## src/rtl/cofactor_pkg.sv

```systemverilog
// ============================================================================
// Module  : cofactor_pkg
// Purpose : Shared types for the cofactor amplitude-RAM arbiter: the arbiter
//           FSM state encoding, the read-return tag and width helpers.
// Rev     : 1.0  initial release
// ============================================================================
`default_nettype none

package cofactor_pkg;

    // Default geometry of the amplitude RAM
    localparam int c_DEF_NUM_QUBIT = 3;
    localparam int c_DEF_DATA_W    = 32;

    // Arbiter FSM; encoding is visible on the arb_state debug port.
    // The fourth code is unused and recovers to ST_OPEN.
    typedef enum logic [1:0] {
        ST_OPEN  = 2'd0,
        ST_DRAIN = 2'd1,
        ST_HOLD  = 2'd2
    } arb_state_t;

    // Owner of a read travelling through the RAM pipeline
    typedef struct packed {
        logic a;
        logic b;
    } rd_tag_t;

    // Width of a counter that must be able to hold the value 'limit'
    function automatic int cnt_width(input int limit);
        return (limit < 1) ? 1 : $clog2(limit + 1);
    endfunction

endpackage : cofactor_pkg

`default_nettype wire

```

## src/rtl/rd_tag_pipe.sv

```systemverilog
// ============================================================================
// Module  : rd_tag_pipe
// Purpose : Shift register that carries the owner tag of each RAM read so the
//           returning data can be routed to the requester that issued it.
// Ports   : clk     - clock
//           rst     - asynchronous active-low reset, clears all stages
//           tag_in  - owner of the read granted this cycle
//           tag_out - owner of the read whose data is on ram_rdata now
// Rev     : 1.0  initial release
// ============================================================================
`default_nettype none

module rd_tag_pipe
    import cofactor_pkg::*;
#(
    parameter int DEPTH = 2
) (
    input  logic    clk,
    input  logic    rst,
    input  rd_tag_t tag_in,
    output rd_tag_t tag_out
);

    rd_tag_t r_pipe [DEPTH];

    always_ff @(posedge clk or negedge rst) begin
        if (!rst) begin
            for (int i = 0; i < DEPTH; i++) begin
                r_pipe[i] <= '0;
            end
        end else begin
            r_pipe[0] <= tag_in;
            for (int i = 1; i < DEPTH; i++) begin
                r_pipe[i] <= r_pipe[i-1];
            end
        end
    end

    assign tag_out = r_pipe[DEPTH-1];

endmodule : rd_tag_pipe

`default_nettype wire

```

## src/rtl/cofactor_ram_arbiter.sv

```systemverilog
// ============================================================================
// Module  : cofactor_ram_arbiter
// Purpose : Shares the amplitude RAM read port between the free-running
//           cofactor address generator (A, absolute priority) and the host
//           readout path (B, request/grant). B is protected from starvation
//           by forcing the generator's index-FIFO-empty view high so that no
//           new cofactor pass can start; a pass in progress always completes.
// Ports   : clk, rst (async active-low)
//           a_address_valid/a_read_address/a_idle  - generator side
//           index_fifo_empty_in/_out               - FIFO empty gating
//           b_req/b_addr/b_gnt                     - host request/grant
//           ram_re/ram_addr/ram_rdata              - RAM read port
//           rdata/a_rvalid/b_rvalid                - tagged read return
//           arb_state                              - FSM state for debug
// Rev     : 1.0  initial release
// ============================================================================
`default_nettype none

module cofactor_ram_arbiter
    import cofactor_pkg::*;
#(
    parameter int num_qubit    = c_DEF_NUM_QUBIT,
    parameter int DATA_W       = c_DEF_DATA_W,
    parameter int READ_LATENCY = 1,
    parameter int STARVE_LIMIT = 16
) (
    input  logic                 clk,
    input  logic                 rst,
    input  logic                 a_address_valid,
    input  logic [num_qubit-1:0] a_read_address,
    input  logic                 a_idle,
    input  logic                 index_fifo_empty_in,
    output logic                 index_fifo_empty_out,
    input  logic                 b_req,
    input  logic [num_qubit-1:0] b_addr,
    output logic                 b_gnt,
    output logic                 ram_re,
    output logic [num_qubit-1:0] ram_addr,
    input  logic [DATA_W-1:0]    ram_rdata,
    output logic [DATA_W-1:0]    rdata,
    output logic                 a_rvalid,
    output logic                 b_rvalid,
    output logic [1:0]           arb_state
);

    localparam int                c_CNT_W = cnt_width(STARVE_LIMIT);
    localparam logic [c_CNT_W-1:0] c_LIMIT = c_CNT_W'(STARVE_LIMIT);

    logic                 w_b_gnt;
    logic                 w_b_done;
    logic                 r_ram_re;
    logic [num_qubit-1:0] r_ram_addr;
    logic [c_CNT_W-1:0]   r_wait_cnt;
    arb_state_t           r_state;
    arb_state_t           w_state_next;
    rd_tag_t              w_tag_in;
    rd_tag_t              w_tag_out;

    // A owns any cycle it strobes; B is granted independently of FSM state
    assign w_b_gnt  = b_req & ~a_address_valid;
    // The current B request is over: either served or withdrawn
    assign w_b_done = w_b_gnt | ~b_req;
    assign b_gnt    = w_b_gnt;

    // ------------------------------------------------------------------
    // Read issue: one registered slot per cycle
    // ------------------------------------------------------------------
    always_ff @(posedge clk or negedge rst) begin
        if (!rst) begin
            r_ram_re   <= 1'b0;
            r_ram_addr <= '0;
        end else begin
            r_ram_re <= a_address_valid | w_b_gnt;
            if (a_address_valid) begin
                r_ram_addr <= a_read_address;
            end else if (w_b_gnt) begin
                r_ram_addr <= b_addr;
            end
        end
    end

    assign ram_re   = r_ram_re;
    assign ram_addr = r_ram_addr;

    // ------------------------------------------------------------------
    // Return routing: tag enters at grant, exits with the RAM data
    // ------------------------------------------------------------------
    assign w_tag_in = '{a: a_address_valid, b: w_b_gnt};

    rd_tag_pipe #(
        .DEPTH (1 + READ_LATENCY)
    ) u_rd_tag_pipe (
        .clk     (clk),
        .rst     (rst),
        .tag_in  (w_tag_in),
        .tag_out (w_tag_out)
    );

    assign a_rvalid = w_tag_out.a;
    assign b_rvalid = w_tag_out.b;
    assign rdata    = ram_rdata;

    // ------------------------------------------------------------------
    // Starvation counter: consecutive blocked B cycles, saturating
    // ------------------------------------------------------------------
    always_ff @(posedge clk or negedge rst) begin
        if (!rst) begin
            r_wait_cnt <= '0;
        end else if (w_b_done) begin
            r_wait_cnt <= '0;
        end else if (r_wait_cnt != c_LIMIT) begin
            r_wait_cnt <= r_wait_cnt + c_CNT_W'(1);
        end
    end

    // ------------------------------------------------------------------
    // Gating FSM
    // ------------------------------------------------------------------
    always_ff @(posedge clk or negedge rst) begin
        if (!rst) begin
            r_state <= ST_OPEN;
        end else begin
            r_state <= w_state_next;
        end
    end

    always_comb begin
        w_state_next = r_state;
        case (r_state)
            ST_OPEN: begin
                // An idle generator has no pass to finish, so block at once
                if (r_wait_cnt == c_LIMIT) begin
                    w_state_next = a_idle ? ST_HOLD : ST_DRAIN;
                end
            end
            ST_DRAIN: begin
                if (w_b_done) begin
                    w_state_next = ST_OPEN;
                end else if (a_idle) begin
                    w_state_next = ST_HOLD;
                end
            end
            ST_HOLD: begin
                if (w_b_done) begin
                    w_state_next = ST_OPEN;
                end
            end
            default: begin
                w_state_next = ST_OPEN;
            end
        endcase
    end

    // Decoded from the registered state only, so it cannot glitch mid-cycle
    assign index_fifo_empty_out = (r_state == ST_OPEN) ? index_fifo_empty_in : 1'b1;
    assign arb_state            = r_state;

endmodule : cofactor_ram_arbiter

`default_nettype wire
```

## config.mk

```make
export PLATFORM = sky130hd
export DESIGN_NAME = cofactor_ram_arbiter
export DESIGN_NICKNAME = d
export VERILOG_FILES = /design/src/rtl/cofactor_pkg.sv /design/src/rtl/rd_tag_pipe.sv /design/src/rtl/cofactor_ram_arbiter.sv
export SDC_FILE = /design/constraint.sdc
export NUM_CORES = 1
export LEC_CHECK = 0
export ABC_AREA = 1
export ABC_CLOCK_PERIOD_IN_PS = 1300
export BUFFER_PORTS_ARGS = -buffer_cell sky130_fd_sc_hd__buf_2
export CAP_MARGIN = 10
export CORE_MARGIN = 1.5
export CORE_UTILIZATION = 36
export DETAILED_ROUTE_END_ITERATION = 8
export HOLD_SLACK_MARGIN = 0.05
export PLACE_DENSITY = 0.8
export SETUP_SLACK_MARGIN = 0.02
export SLEW_MARGIN = 40
export SYNTH_ARGS = -nofsm -noshare
export SYNTH_HDL_FRONTEND = slang
export SYNTH_SLANG_ARGS = --single-unit
```

## constraint.sdc

```tcl
create_clock -name clk -period 1.3 [get_ports clk]
set_input_delay 0.065 -clock clk [delete_from_list [all_inputs] [get_ports clk]]
set_output_delay 0.065 -clock clk [all_outputs]
set_load 0.1 [all_outputs]
```

==> out/qor.txt <==
Status: complete, but fails checks
Failing checks: negative setup slack
Placed cells: 123
Final instance area: 1030 sq um
Core Region: 2280 sq um
Post-Syn Instances: 106
Total Power: 1.52 mW
Netlist cell types: 16
Clock Sinks: 15
Synth Cell Area: 897 sq um
CTS Buffer Depth: 2
Area Growth Syn to Fin: 15.1%
Crit-path max FO: 3
Critical Path AT: 1320 ps
Pre-CTS setup slack: 53.6 ps
HP Start: b_req
CTS tree: built
Worst Path Required: 1240 ps
Worst r2r dst: arb_state[0]$_DFFE_PN0P_
Leading area contributor after synthesis: dfrtp_1
Clock skew: 4.60 ps
Critical path's largest stage delay: 500 ps
DRC: 0
Pins over their slew limit: 0
Final Worst Setup Slack: -85.5 ps
Ant diodes: 0
Crit-path slowest cell: dfrtp_4
Count of final hold-check violations: 0
Clock Latency Late Sink: 300 ps
Synth top area share: 0.418
R2r setup slk: 50 ps
Vias/cell: 4.69
Achievable Freq: 0.722 GHz
Routed Antenna Nets: 0
Initial Util: 0.394
Initial antenna violation count: 0
Initial DRC count: 5
Final nets: 163
Total gr overflow: 0
CTS H-tree lvls: 1
Slew headroom: 0.678
Fin cells: 144
Sequential fraction of the synthesis area: 0.418
Clk slew on worst S/H paths: 100 ps
DRT Pass-1 Iters: 4
Worst Hold End: r_wait_cnt[4]$_DFFE_PN0P_
RSZ-0062 raised after global routing: yes
Die Wd: 52.9 um
Share of cells above drive strength 1: 0.388
Reg2reg path depth: 8
Fin crit share: 1.07
Worst setup SP type: flop
Via count: 676
Critical path class: reg2out
CP Capture Type: primary output
Warning count from the yosys run: 0
Top Ports: 86
CP top delay family: flip-flops
CP bufs+invs: 2
Clk root buf: clkbuf_4
Max cap viols: 0
Fin crit period: 1390 ps
Post-Route WL: 1940 um
PortBufs: 21
Hold crit path type: in2reg
Row cnt: 17
Largest net degree at the start of global routing: 16
R2r startpoint: r_wait_cnt[0]$_DFFE_PN0P_
Final setup viols: 1
Global-route wire length before repair: 2850 um
RD Place Congestion: 0.877
CP Cell Sequence: inv_4, nand2_4, or2_4, buf_12
Avg Synthesized Cell Area: 8.46 sq um
Pin slew with the least headroom to its limit: 487 ps
Yosys reg bits: 15
Die ar.: 2800 sq um
P per Cell Area: 1470 nW/um^2
GRT Util Overall: 0.144
Post-DP Area: 810 sq um
Most area-consuming cells after synthesis: dfrtp_1 (42%), buf_4 (27%), nand2_1 (8.8%)
Layout fillers: 205
Cts bufs inserted: 3
Peak supply drop: 0.632 mV
Average routed wire per standard cell: 13.5 um
Hold depth: 3
Hold slack: 96.4 ps
DP HPWL: 1380 um
Syn_nets: 152
Vias in the first global route: 654
Final core occ: 0.454
Commonest non-fill, non-tap cells in the layout: nand2_1 (19), buf_2 (19), dfrtp_1 (13)
LEAKAGE: 0.521 nW
Die extent in y: 52.9 um
Setup TNS Final: -85.5 ps
[power breakdown]
| group | switching [mW] | total (mW) | leakage [nW] | internal, mW |
|---|---|---|---|---|
| Combinational | 0.479 | 0.690 | 0.319 | 0.211 |
| Clock | 0.170 | 0.287 | 0.0139 | 0.117 |
| Sequential | 0.0274 | 0.541 | 0.188 | 0.514 |
| Total | 0.677 | 1.52 | 0.521 | 0.842 |
[routing by layer]
layer,vias up,GRT usage,part of all wire
met5,-,0,0
met4,0,0.111,0.045
met3,17,0.0537,0.12
met2,46,0.265,0.54
met1,297,0.121,0.29
li1,316,-,-
[sequential cells by signal, summed over array words and instances, names as in the netlist]
| name | cells |
|---|---|
| u_rd_tag_pipe.tag_out | 2 |
| arb_state | 2 |
| ram_addr | 3 |
| ram_re | 1 |
| u_rd_tag_pipe.r_pipe | 2 |
| r_wait_cnt | 5 |
[area by class of cell]
class / instances / area [sq um] / share of cell area
flip-flops and latches: 15 / 383 / 0.371
inverters: 11 / 46.3 / 0.0448
repair buffers: 38 / 278 / 0.269
clock inverters: 1 / 7.51 / 0.00727
multi-input cells: 48 / 260 / 0.252
well taps: 28 / 35.0 / 0.0339
clock buffers: 3 / 22.5 / 0.0218
[kinds of logic (layout without fill, tap and decap cells)]
| logic type | after synthesis | in the layout | share of synthesized area |
|---|---|---|---|
| adders and majority gates | 2 | 2 | 0.0279 |
| AOI/OAI and AO/OA | 7 | 7 | 0.0474 |
| buffers and inverters | 43 | 53 | 0.314 |
| DFF | 15 | 15 | 0.418 |
| and+or+nand+nor | 39 | 39 | 0.192 |
[synth_stat cells]
library cell and number:
nor3_2 1, nand3_1 8, nand4_1 1, inv_1 10, nor2_1 5, buf_4 32
ha_1 2, inv_2 1, nand2_1 21, o21ai_0 2, nor2_2 1, o21ai_2 2
nand2_2 1, or2_2 1, a21oi_1 3, dfrtp_1 15
[how the worst max path moves through the flow]
stage,cells after the start,slack (ps),from,endpoint
2_1_floorplan,3,60,arb_state[0]$_DFFE_PN0P_,index_fifo_empty_out
3_3_place_gp,4,110,arb_state[1]$_DFFE_PN0P_,index_fifo_empty_out
3_5_place_dp,4,50,arb_state[1]$_DFFE_PN0P_,index_fifo_empty_out
4_1_cts,4,-80,arb_state[0]$_DFFE_PN0P_,index_fifo_empty_out
5_1_grt,4,-120,arb_state[1]$_DFFE_PN0P_,index_fifo_empty_out
6_report,4,-90,arb_state[1]$_DFFE_PN0P_,index_fifo_empty_out
[worst register-to-register path: stages (launching register included)]
cell	delay, ps
dfrtp_1	410
inv_1	80
ha_1	190
nand2_1	50
inv_1	50
nand2_2	120
nand3_1	130
nand2_1	80
nor2_1	40
[what timing repair did]
| item | 4_1_cts | 5_1_grt |
|---|---|---|
| setup endpoints to repair | 1 | 5 |
| pin swaps | 1 | 0 |
| cloned | 0 | 0 |
| endpoints found under the hold margin | 23 | 0 |
| hold buffers | 11 | 0 |
| gates resized for setup | 11 | 2 |
| buffers inserted | 2 | 4 |
Note: power is estimated with default switching activity, not from simulation.
